## src/rtl/rsa_operand_sequencer_pkg.sv

```systemverilog
// Shared types and codes for the RSA operand sequencer.
// Imported by the slot bank, the top and the bench.
package rsa_pkg;

    typedef enum logic [1:0] {
        IDLE,
        ISSUE,
        WAIT,
        DONE
    } state_t;

    localparam logic [1:0] ERR_NONE = 2'd0;
    localparam logic [1:0] ERR_MOD  = 2'd1;
    localparam logic [1:0] ERR_TO   = 2'd2;
    localparam logic [1:0] ERR_BUSY = 2'd3;

    localparam logic [1:0] SEL_M = 2'd0;
    localparam logic [1:0] SEL_E = 2'd1;
    localparam logic [1:0] SEL_N = 2'd2;

    // Only odd moduli are usable; odd also implies nonzero.
    function automatic logic mod_ok(input logic n_lsb);
        return n_lsb;
    endfunction

endpackage

```

## src/rtl/rsa_operand_sequencer_if.sv

```systemverilog
// Go/done handshake and operand bus between the sequencer
// and the Montgomery exponentiator.
interface rsa_operand_sequencer_if #(
    parameter int BITS = 128
);

    logic            exp_go;
    logic [BITS-1:0] exp_m;
    logic [BITS-1:0] exp_e;
    logic [BITS-1:0] exp_n;
    logic            exp_done;
    logic [BITS-1:0] exp_z;

    modport master (
        output exp_go,
        output exp_m,
        output exp_e,
        output exp_n,
        input  exp_done,
        input  exp_z
    );

    modport slave (
        input  exp_go,
        input  exp_m,
        input  exp_e,
        input  exp_n,
        output exp_done,
        output exp_z
    );

endinterface

```

## src/rtl/rsa_operand_sequencer_slot_bank.sv

```systemverilog
// NSLOT x {M,E,N} serial shift-load registers with one
// combinational read port and a write lock for the active slot.
module rsa_slot_bank
    import rsa_pkg::*;
#(
    parameter int BITS  = 128,
    parameter int NSLOT = 4,
    parameter int DW    = 8,
    localparam int SW   = $clog2(NSLOT)
) (
    input  logic            i_clk,
    input  logic            i_reset,
    input  logic            i_wr_en,
    input  logic [1:0]      i_wr_sel,
    input  logic [SW-1:0]   i_wr_slot,
    input  logic [DW-1:0]   i_wr_data,
    input  logic            i_lock_en,
    input  logic [SW-1:0]   i_lock_slot,
    input  logic [SW-1:0]   i_rd_slot,
    output logic [BITS-1:0] o_rd_m,
    output logic [BITS-1:0] o_rd_e,
    output logic [BITS-1:0] o_rd_n
);

    logic [BITS-1:0] r_m [NSLOT];
    logic [BITS-1:0] r_e [NSLOT];
    logic [BITS-1:0] r_n [NSLOT];

    logic w_locked;
    logic w_wr;

    assign w_locked = i_lock_en && (i_lock_slot == i_wr_slot);
    assign w_wr     = i_wr_en && (i_wr_sel != 2'd3) && !w_locked;

    always_ff @(posedge i_clk) begin
        if (i_reset) begin
            for (int i = 0; i < NSLOT; i++) begin
                r_m[i] <= '0;
                r_e[i] <= '0;
                r_n[i] <= '0;
            end
        end else if (w_wr) begin
            case (i_wr_sel)
                SEL_M: r_m[i_wr_slot] <=
                    {r_m[i_wr_slot][BITS-DW-1:0], i_wr_data};
                SEL_E: r_e[i_wr_slot] <=
                    {r_e[i_wr_slot][BITS-DW-1:0], i_wr_data};
                SEL_N: r_n[i_wr_slot] <=
                    {r_n[i_wr_slot][BITS-DW-1:0], i_wr_data};
                default: ;
            endcase
        end
    end

    assign o_rd_m = r_m[i_rd_slot];
    assign o_rd_e = r_e[i_rd_slot];
    assign o_rd_n = r_n[i_rd_slot];

endmodule

```

## src/rtl/rsa_operand_sequencer.sv

```systemverilog
// Operand slot store and go/done sequencer for the RSA
// exponentiator, with watchdog, error status and result readout.
module rsa_operand_sequencer
    import rsa_pkg::*;
#(
    parameter int BITS    = 128,
    parameter int NSLOT   = 4,
    parameter int DW      = 8,
    parameter int TIMEOUT = 1048575,
    localparam int SW     = $clog2(NSLOT),
    localparam int RW     = $clog2(BITS/16),
    localparam int CW     = $clog2(TIMEOUT+1)
) (
    input  logic            clock,
    input  logic            RESET,
    input  logic            wr_en,
    input  logic [1:0]      wr_sel,
    input  logic [SW-1:0]   wr_slot,
    input  logic [DW-1:0]   wr_data,
    input  logic            start,
    input  logic [SW-1:0]   start_slot,
    output logic            busy,
    output logic            res_valid,
    output logic [1:0]      err,
    rsa_operand_sequencer_if.master exp,
    output logic [BITS-1:0] result,
    input  logic [RW-1:0]   rd_idx,
    output logic [15:0]     rd_word
);

    state_t r_state;
    state_t w_next;

    logic [SW-1:0]   r_slot;
    logic            r_busy;
    logic            r_valid;
    logic [1:0]      r_err;
    logic [BITS-1:0] r_m;
    logic [BITS-1:0] r_e;
    logic [BITS-1:0] r_n;
    logic [BITS-1:0] r_result;
    logic [CW-1:0]   r_wd;

    logic [BITS-1:0] w_m;
    logic [BITS-1:0] w_e;
    logic [BITS-1:0] w_n;
    logic            w_accept;
    logic            w_reject;
    logic            w_busy_start;
    logic            w_done;
    logic            w_timeout;

    rsa_slot_bank #(
        .BITS  (BITS),
        .NSLOT (NSLOT),
        .DW    (DW)
    ) u_bank (
        .i_clk       (clock),
        .i_reset     (RESET),
        .i_wr_en     (wr_en),
        .i_wr_sel    (wr_sel),
        .i_wr_slot   (wr_slot),
        .i_wr_data   (wr_data),
        .i_lock_en   (r_busy),
        .i_lock_slot (r_slot),
        .i_rd_slot   (start_slot),
        .o_rd_m      (w_m),
        .o_rd_e      (w_e),
        .o_rd_n      (w_n)
    );

    always_comb begin
        w_next       = r_state;
        w_accept     = 1'b0;
        w_reject     = 1'b0;
        w_done       = 1'b0;
        w_timeout    = 1'b0;
        w_busy_start = start && (r_state != IDLE);
        unique case (r_state)
            IDLE: begin
                if (start) begin
                    if (!mod_ok(w_n[0])) begin
                        w_reject = 1'b1;
                    end else begin
                        w_accept = 1'b1;
                        w_next   = ISSUE;
                    end
                end
            end
            ISSUE: w_next = WAIT;
            WAIT: begin
                if (exp.exp_done) begin
                    w_done = 1'b1;
                    w_next = DONE;
                end else if (r_wd == CW'(TIMEOUT-1)) begin
                    w_timeout = 1'b1;
                    w_next    = IDLE;
                end
            end
            DONE: w_next = IDLE;
            default: w_next = IDLE;
        endcase
    end

    always_ff @(posedge clock) begin
        if (RESET) begin
            r_state <= IDLE;
        end else begin
            r_state <= w_next;
        end
    end

    always_ff @(posedge clock) begin
        if (RESET) begin
            r_wd <= '0;
        end else if (r_state == WAIT) begin
            r_wd <= r_wd + CW'(1);
        end else begin
            r_wd <= '0;
        end
    end

    // Operands are snapshotted at acceptance so later slot
    // writes cannot disturb a run in flight.
    always_ff @(posedge clock) begin
        if (RESET) begin
            r_m    <= '0;
            r_e    <= '0;
            r_n    <= '0;
            r_slot <= '0;
        end else if (w_accept) begin
            r_m    <= w_m;
            r_e    <= w_e;
            r_n    <= w_n;
            r_slot <= start_slot;
        end
    end

    always_ff @(posedge clock) begin
        if (RESET) begin
            r_busy  <= 1'b0;
            r_valid <= 1'b0;
            r_err   <= ERR_NONE;
        end else begin
            if (w_accept) begin
                r_busy  <= 1'b1;
                r_valid <= 1'b0;
                r_err   <= ERR_NONE;
            end
            if (w_reject) begin
                r_err <= ERR_MOD;
            end
            if (w_busy_start) begin
                r_err <= ERR_BUSY;
            end
            if (w_timeout) begin
                r_busy <= 1'b0;
                r_err  <= ERR_TO;
            end
            if (r_state == DONE) begin
                r_busy  <= 1'b0;
                r_valid <= 1'b1;
            end
        end
    end

    always_ff @(posedge clock) begin
        if (RESET) begin
            r_result <= '0;
        end else if (w_done) begin
            r_result <= exp.exp_z;
        end
    end

    assign exp.exp_go = (r_state == ISSUE);
    assign exp.exp_m  = r_m;
    assign exp.exp_e  = r_e;
    assign exp.exp_n  = r_n;

    assign busy      = r_busy;
    assign res_valid = r_valid;
    assign err       = r_err;
    assign result    = r_result;
    assign rd_word   = r_result[16*rd_idx +: 16];

endmodule

```

## src/flat_wrapper.sv

```systemverilog
// flat-port wrapper written by rule: the top's interface ports become plain ports
module rsa_operand_sequencer_flat import rsa_pkg::*;
#(
    parameter int BITS    = 128,
    parameter int NSLOT   = 4,
    parameter int DW      = 8,
    parameter int TIMEOUT = 1048575,
    localparam int SW     = $clog2(NSLOT),
    localparam int RW     = $clog2(BITS/16),
    localparam int CW     = $clog2(TIMEOUT+1)
)
  (clock, RESET, wr_en, wr_sel, wr_slot, wr_data, start, start_slot, busy, res_valid, err, result, rd_idx, rd_word, exp_exp_go, exp_exp_m, exp_exp_e, exp_exp_n, exp_exp_done, exp_exp_z);
  rsa_operand_sequencer_if #(.BITS(BITS)) exp_i ();
  input  logic clock;
  input  logic RESET;
  input  logic wr_en;
  input  logic [1:0] wr_sel;
  input  logic [SW-1:0] wr_slot;
  input  logic [DW-1:0] wr_data;
  input  logic start;
  input  logic [SW-1:0] start_slot;
  output logic busy;
  output logic res_valid;
  output logic [1:0] err;
  output logic [BITS-1:0] result;
  input  logic [RW-1:0] rd_idx;
  output logic [15:0] rd_word;
  output wire logic [$bits(exp_i.exp_go)-1:0] exp_exp_go;
  output wire logic [$bits(exp_i.exp_m)-1:0] exp_exp_m;
  output wire logic [$bits(exp_i.exp_e)-1:0] exp_exp_e;
  output wire logic [$bits(exp_i.exp_n)-1:0] exp_exp_n;
  input wire logic [$bits(exp_i.exp_done)-1:0] exp_exp_done;
  input wire logic [$bits(exp_i.exp_z)-1:0] exp_exp_z;
  assign exp_exp_go = exp_i.exp_go;
  assign exp_exp_m = exp_i.exp_m;
  assign exp_exp_e = exp_i.exp_e;
  assign exp_exp_n = exp_i.exp_n;
  assign exp_i.exp_done = exp_exp_done;
  assign exp_i.exp_z = exp_exp_z;
  rsa_operand_sequencer #(.BITS(BITS), .NSLOT(NSLOT), .DW(DW), .TIMEOUT(TIMEOUT)) u_core (.clock(clock), .RESET(RESET), .wr_en(wr_en), .wr_sel(wr_sel), .wr_slot(wr_slot), .wr_data(wr_data), .start(start), .start_slot(start_slot), .busy(busy), .res_valid(res_valid), .err(err), .exp(exp_i), .result(result), .rd_idx(rd_idx), .rd_word(rd_word));
endmodule
```

## config.mk

```make
export PLATFORM = sky130hd
export DESIGN_NAME = rsa_operand_sequencer_flat
export DESIGN_NICKNAME = d
export VERILOG_FILES = /design/src/rtl/rsa_operand_sequencer_pkg.sv /design/src/rtl/rsa_operand_sequencer_if.sv /design/src/rtl/rsa_operand_sequencer_slot_bank.sv /design/src/rtl/rsa_operand_sequencer.sv /design/src/flat_wrapper.sv
export SDC_FILE = /design/constraint.sdc
export NUM_CORES = 2
export LEC_CHECK = 0
export ABC_AREA = 1
export BUFFER_PORTS_ARGS = -buffer_cell sky130_fd_sc_hd__clkbuf_2
export CAP_MARGIN = 0
export CORE_ASPECT_RATIO = 1.25
export CORE_MARGIN = 2
export CORE_UTILIZATION = 35
export DETAILED_ROUTE_END_ITERATION = 7
export SETUP_SLACK_MARGIN = 0.2
export SLEW_MARGIN = 30
export SYNTH_ARGS = -nofsm -noshare
export SYNTH_HDL_FRONTEND = slang
export SYNTH_HIERARCHICAL = 1
export SYNTH_SLANG_ARGS = --single-unit
```

## constraint.sdc

```tcl
create_clock -name clock -period 22.3 [get_ports clock]
set_clock_uncertainty 0.1 [all_clocks]
set_input_delay 2.23 -clock clock [delete_from_list [all_inputs] [get_ports clock]]
set_output_delay 2.23 -clock clock [all_outputs]
set_load 0.02 [all_outputs]
```

==> PnR_summary.wiki <==
{| class="wikitable"
! Metric !! Value
|-
| Remaining max-slew budget at the tightest pin || 25.05%
|-
| Clock latency at the later pin of the worst-skew pair || 0.89 ns
|-
| Total number of yosys warnings || 6
|-
| Cell at the root of the clock tree || sky130_fd_sc_hd__clkbuf_16
|-
| Synthesized flop and latch total || a little over 2,000
|-
| Site row count || 213
|-
| Filler Cell Count || 26,840
|-
| Signed area change from the synthesized netlist to the final layout || 13.77%
|-
| Status || finished, final reports clean
|-
| Critical Path Fanout Max || 117
|-
| Crit start category || input pin
|-
| Number of cells produced by synthesis || ~11,000
|-
| Width of the die || 469.0 um
|-
| Period Utilization, post-route || a little under a third
|-
| Max-slew violation count || 0
|-
| Cell depth of the worst setup path || 13
|-
| Total setup buffers inserted after CTS || 0
|-
| Async S/R FF share, synth || 0%
|-
| First-pass iteration count of the detailed router || 7
|-
| Initial Util || a little over a third
|-
| Cell Area, Synth || 0.09459 mm2
|-
| Startpoint of the worst-slack reg-to-reg timing path || u_core/r_slot[0]$_SDFFE_PP0P_
|-
| Leading cell types in the layout, fill and taps excluded || 3,665 x sky130_fd_sc_hd__nor2_1, 1,848 x sky130_fd_sc_hd__o21ai_0, 1,536 x sky130_fd_sc_hd__edfxtp_1, 682 x sky130_fd_sc_hd__clkbuf_2, 671 x sky130_fd_sc_hd__nand2_1
|-
| Routed wire length per instance || about 22 um
|-
| Routed met1 length || around 130,000 um
|-
| Post-synth net total || between 10,000 and 15,000
|-
| IO Port Bufs || 682
|-
| Multiplexer share of the synthesized area || 0%
|-
| Hold buffers post-CTS || 0
|-
| Cells on Worst Hold Path || 1
|-
| Slowest stage cell on the critical path || sky130_fd_sc_hd__buf_4
|-
| Congestion Overflow GR || 0
|-
| First-pass GRT wire length || 469,500 um
|-
| Via count of the first global-routing pass || 74,930
|-
| Worst R2R Path Depth || 12
|-
| Synthesized-area fraction occupied by xor and xnor cells || 0.02778%
|-
| Number of levels in the clock H-tree || 4
|-
| Reg-to-reg setup timing slack || 17.30 ns
|-
| Uppermost metal layer occupied by signal nets || met5
|-
| Proportion of layout cells with a drive suffix above 1 || 10.77%
|-
| CP Data Arrival Time || 7.21 ns
|-
| Total placed instance area || between 0.1 and 0.15 mm2
|-
| Total vias in the final route || 79,240
|-
| Flip-flop cell with the highest count after synthesis || sky130_fd_sc_hd__edfxtp_1
|-
| Combinational family with the most area after synthesis || simple AND/OR/NAND/NOR gates
|-
| Maximum resistive drop on vdd || 0.05978 mV
|-
| Fmax achieved || 0.1462 GHz
|-
| EDFF count, synth || 1,536
|-
| # nets final || 11,000
|-
| Detailed Route Iter0 Violations || 7,494
|-
| Initial antenna violation count || 21
|-
| Detailed placer's ending HPWL || 181,800 um
|-
| Endpoint of the worst hold path || u_core/r_wd[0]$_SDFF_PP0_
|-
| Routability cong. || about 0.85
|-
| Met2 layer wire length in the routed design || 152,600 um
|-
| Final critical path time including I/O delays and setup || 6.839 ns
|-
| Endpoint type of the worst setup path || flip-flop
|-
| Cell area power density || 84.76 mW/mm2
|-
| Post-route cell area || 0.1076 mm2
|-
| Unrepaired setup endpoints after global routing || no
|-
| Average cell area after synthesis || 8.847 um2
|-
| Type of the worst min-delay path || flip-flop to flip-flop
|-
| Antenna violation net count after detailed routing || 0
|-
| Number of setup violations in the final report || 0
|-
| Max-capacitance violation count || 0
|-
| Total I/O pin count || between 600 and 700
|-
| Worst path max stage delay || about 0.75 ns
|-
| Met3 routed WL || around 23,000 um
|-
| Required time at the worst-slack endpoint || 22.67 ns
|-
| CORE AREA || 0.2692 mm2
|-
| Slew at the pin with the worst max-slew slack || 1.112 ns
|-
| Utilization after layout || about 40%
|-
| Post-synthesis share of cell area spent on full adders, half adders and majority gates || 0.02646%
|-
| Crit path buffers/inverters || 6
|-
| Most common cell after layout, fill and taps aside || sky130_fd_sc_hd__nor2_1
|-
| Number of buffers created by CTS || between 200 and 250
|-
| Tot GR Track Use || between 20 and 25%
|-
| Simple-gate share of the synthesized area || 18.40%
|-
| Post-synthesis compound-gate area fraction || approximately 16%
|-
| Cells after DPL || approximately 14,000
|-
| DIE AREA || 0.2745 mm2
|-
| DR DRC count || 0
|-
| Aggregate negative setup slack || 0 ns
|-
| Cells resized by post-CTS repair || 0
|-
| Vertical extent of the die || about 590 um
|-
| Number of hold-slack violations in the final timing report || 0
|-
| Post-CTS clock slew at the launch and capture registers of the worst setup and hold paths || 0.06 ns
|-
| Clock tree from TritonCTS || yes
|-
| Category of cells accounting for the largest share of critical-path delay || buffers and inverters
|-
| Number of buffers on the longest clock path || 4
|-
| Cell variety after synth || 36
|-
| Crit path cell chain || buf_8, inv_8, nand2_1, nand2_1, nand3_2, nand3_1, nor2_4, buf_4, nand3_4, buf_4, nand2_4, buf_4, buf_4
|-
| Number of clock sinks || roughly 2,100
|-
| Start-to-end type of the worst setup path || input pin to flip-flop
|-
| Pin count of the biggest net entering global routing || 160
|-
| Count of placed standard cells in the final layout, fillers left out || 14,600
|-
| Endpoint of the worst-slack reg-to-reg timing path || u_core/u_bank/r_n[0][45]$_SDFFCE_PN0P_
|-
| Seq/Total Area, Yosys || 60.19%
|-
| Vias per cell || around 5.4
|-
| Pleak || 0.04084 uW
|-
| Worst path most repeated cell || sky130_fd_sc_hd__buf_4
|-
| Hold_sp || u_core/r_wd[0]$_SDFF_PP0_
|-
| Aggregate routed wire length || 318,700 um
|}
[worst max path at each step]
stage	startpoint	endpoint	slack, ns
after floorplan	wr_slot[0]	u_core/u_bank/r_n[3][0]$_DFFE_PP_	9.37
after global placement	wr_slot[0]	u_core/u_bank/r_n[2][120]$_SDFFCE_PN0P_	14.53
after detailed placement	wr_slot[0]	u_core/u_bank/r_n[2][123]$_SDFFCE_PN0P_	14.54
after CTS	wr_slot[0]	u_core/u_bank/r_n[2][89]$_SDFFCE_PN0P_	15.46
after global routing	wr_slot[0]	u_core/u_bank/r_n[0][45]$_SDFFCE_PN0P_	15.23
final	wr_slot[0]	u_core/u_bank/r_n[0][45]$_SDFFCE_PN0P_	15.46
[cell usage after synthesis (8+ instances only)]
| cell | count | area share [%] |
|---|---|---|
| sky130_fd_sc_hd__nor2_1 | 3667 | 15 |
| sky130_fd_sc_hd__o21ai_0 | 1852 | 9.8 |
| sky130_fd_sc_hd__edfxtp_1 | 1536 | 49 |
| sky130_fd_sc_hd__nand2_1 | 685 | 2.7 |
| sky130_fd_sc_hd__clkbuf_1 | 641 | 2.5 |
| sky130_fd_sc_hd__dfxtp_1 | 540 | 11 |
| sky130_fd_sc_hd__o22ai_1 | 456 | 3.0 |
| sky130_fd_sc_hd__inv_1 | 374 | 1.5 |
| sky130_fd_sc_hd__a21oi_1 | 295 | 1.6 |
| sky130_fd_sc_hd__buf_2 | 133 | 0.70 |
| sky130_fd_sc_hd__nand3_1 | 114 | 0.60 |
| sky130_fd_sc_hd__nor3_1 | 74 | 0.39 |
| sky130_fd_sc_hd__a32o_1 | 66 | 0.70 |
| sky130_fd_sc_hd__buf_1 | 56 | 0.22 |
| sky130_fd_sc_hd__o21ai_1 | 53 | 0.28 |
| sky130_fd_sc_hd__o22a_1 | 38 | 0.35 |
| sky130_fd_sc_hd__buf_4 | 33 | 0.26 |
| sky130_fd_sc_hd__o211ai_1 | 18 | 0.14 |
| sky130_fd_sc_hd__o21a_1 | 16 | 0.13 |
| sky130_fd_sc_hd__clkbuf_2 | 8 | 0.042 |
[stage by stage]
stage / total power (uW) / setup WS, ns / hold WS (ns)
after floorplan: 5155 / 9.372 / 0.3297
after global placement: 5534 / 14.53 / 0.3473
after detailed placement: 5539 / 14.54 / 0.3532
after CTS: 9187 / 15.46 / 0.3667
after global routing: 9440 / 15.23 / 0.3873
final: 9121 / 15.46 / 0.3616
[state kept, by name, indices dropped and copies added, names as in the netlist]
register	count
u_core/busy	1
u_core/err	2
u_core/exp.exp_n	128
u_core/res_valid	1
u_core/u_bank/r_n	512
u_core/u_bank/r_e	512
u_core/r_state	2
u_core/result	128
u_core/exp.exp_e	128
u_core/u_bank/r_m	512
u_core/r_slot	2
u_core/exp.exp_m	128
u_core/r_wd	20
[kinds of logic (layout without fill, tap and decap cells)]
family,after synthesis,after routing
AOI/OAI and AO/OA,2796,2796
buffers and inverters,1257,1591
xor gates and xnor gates,3,3
DFF,2076,2076
and+or+nand+nor,4558,4558
adders and majority gates,2,2
other,0,30
[power by group]
group | total (uW) | switching, uW | leakage (uW) | internal [uW]
Sequential | 4430 | 104 | 0.0203 | 4330
Clock | 3660 | 1570 | 0.00354 | 2090
Combinational | 1030 | 760 | 0.0170 | 268
Total | 9120 | 2430 | 0.0408 | 6690
[area by class of cell]
| class | instances | area, um2 | share of cell area [%] |
|---|---|---|---|
| Antenna cell | 30 | 75.07 | 0.06976 |
| Clock buffer | 327 | 6549 | 6.086 |
| Clock inverter | 71 | 586.8 | 0.5453 |
| Inverter | 380 | 1485 | 1.380 |
| Multi-Input combinational cell | 7359 | 32820 | 30.50 |
| Sequential cell | 2076 | 56930 | 52.91 |
| Tap cell | 3547 | 4438 | 4.124 |
| Timing Repair Buffer | 813 | 4722 | 4.388 |
[routing by layer]
metal	track usage (%)	vias to the layer above
met2	37.20	3374
met5	0	-
met1	28.26	38580
met4	10.37	2
li1	-	36700
met3	3.007	581
Note: power is estimated with default switching activity, not from simulation.
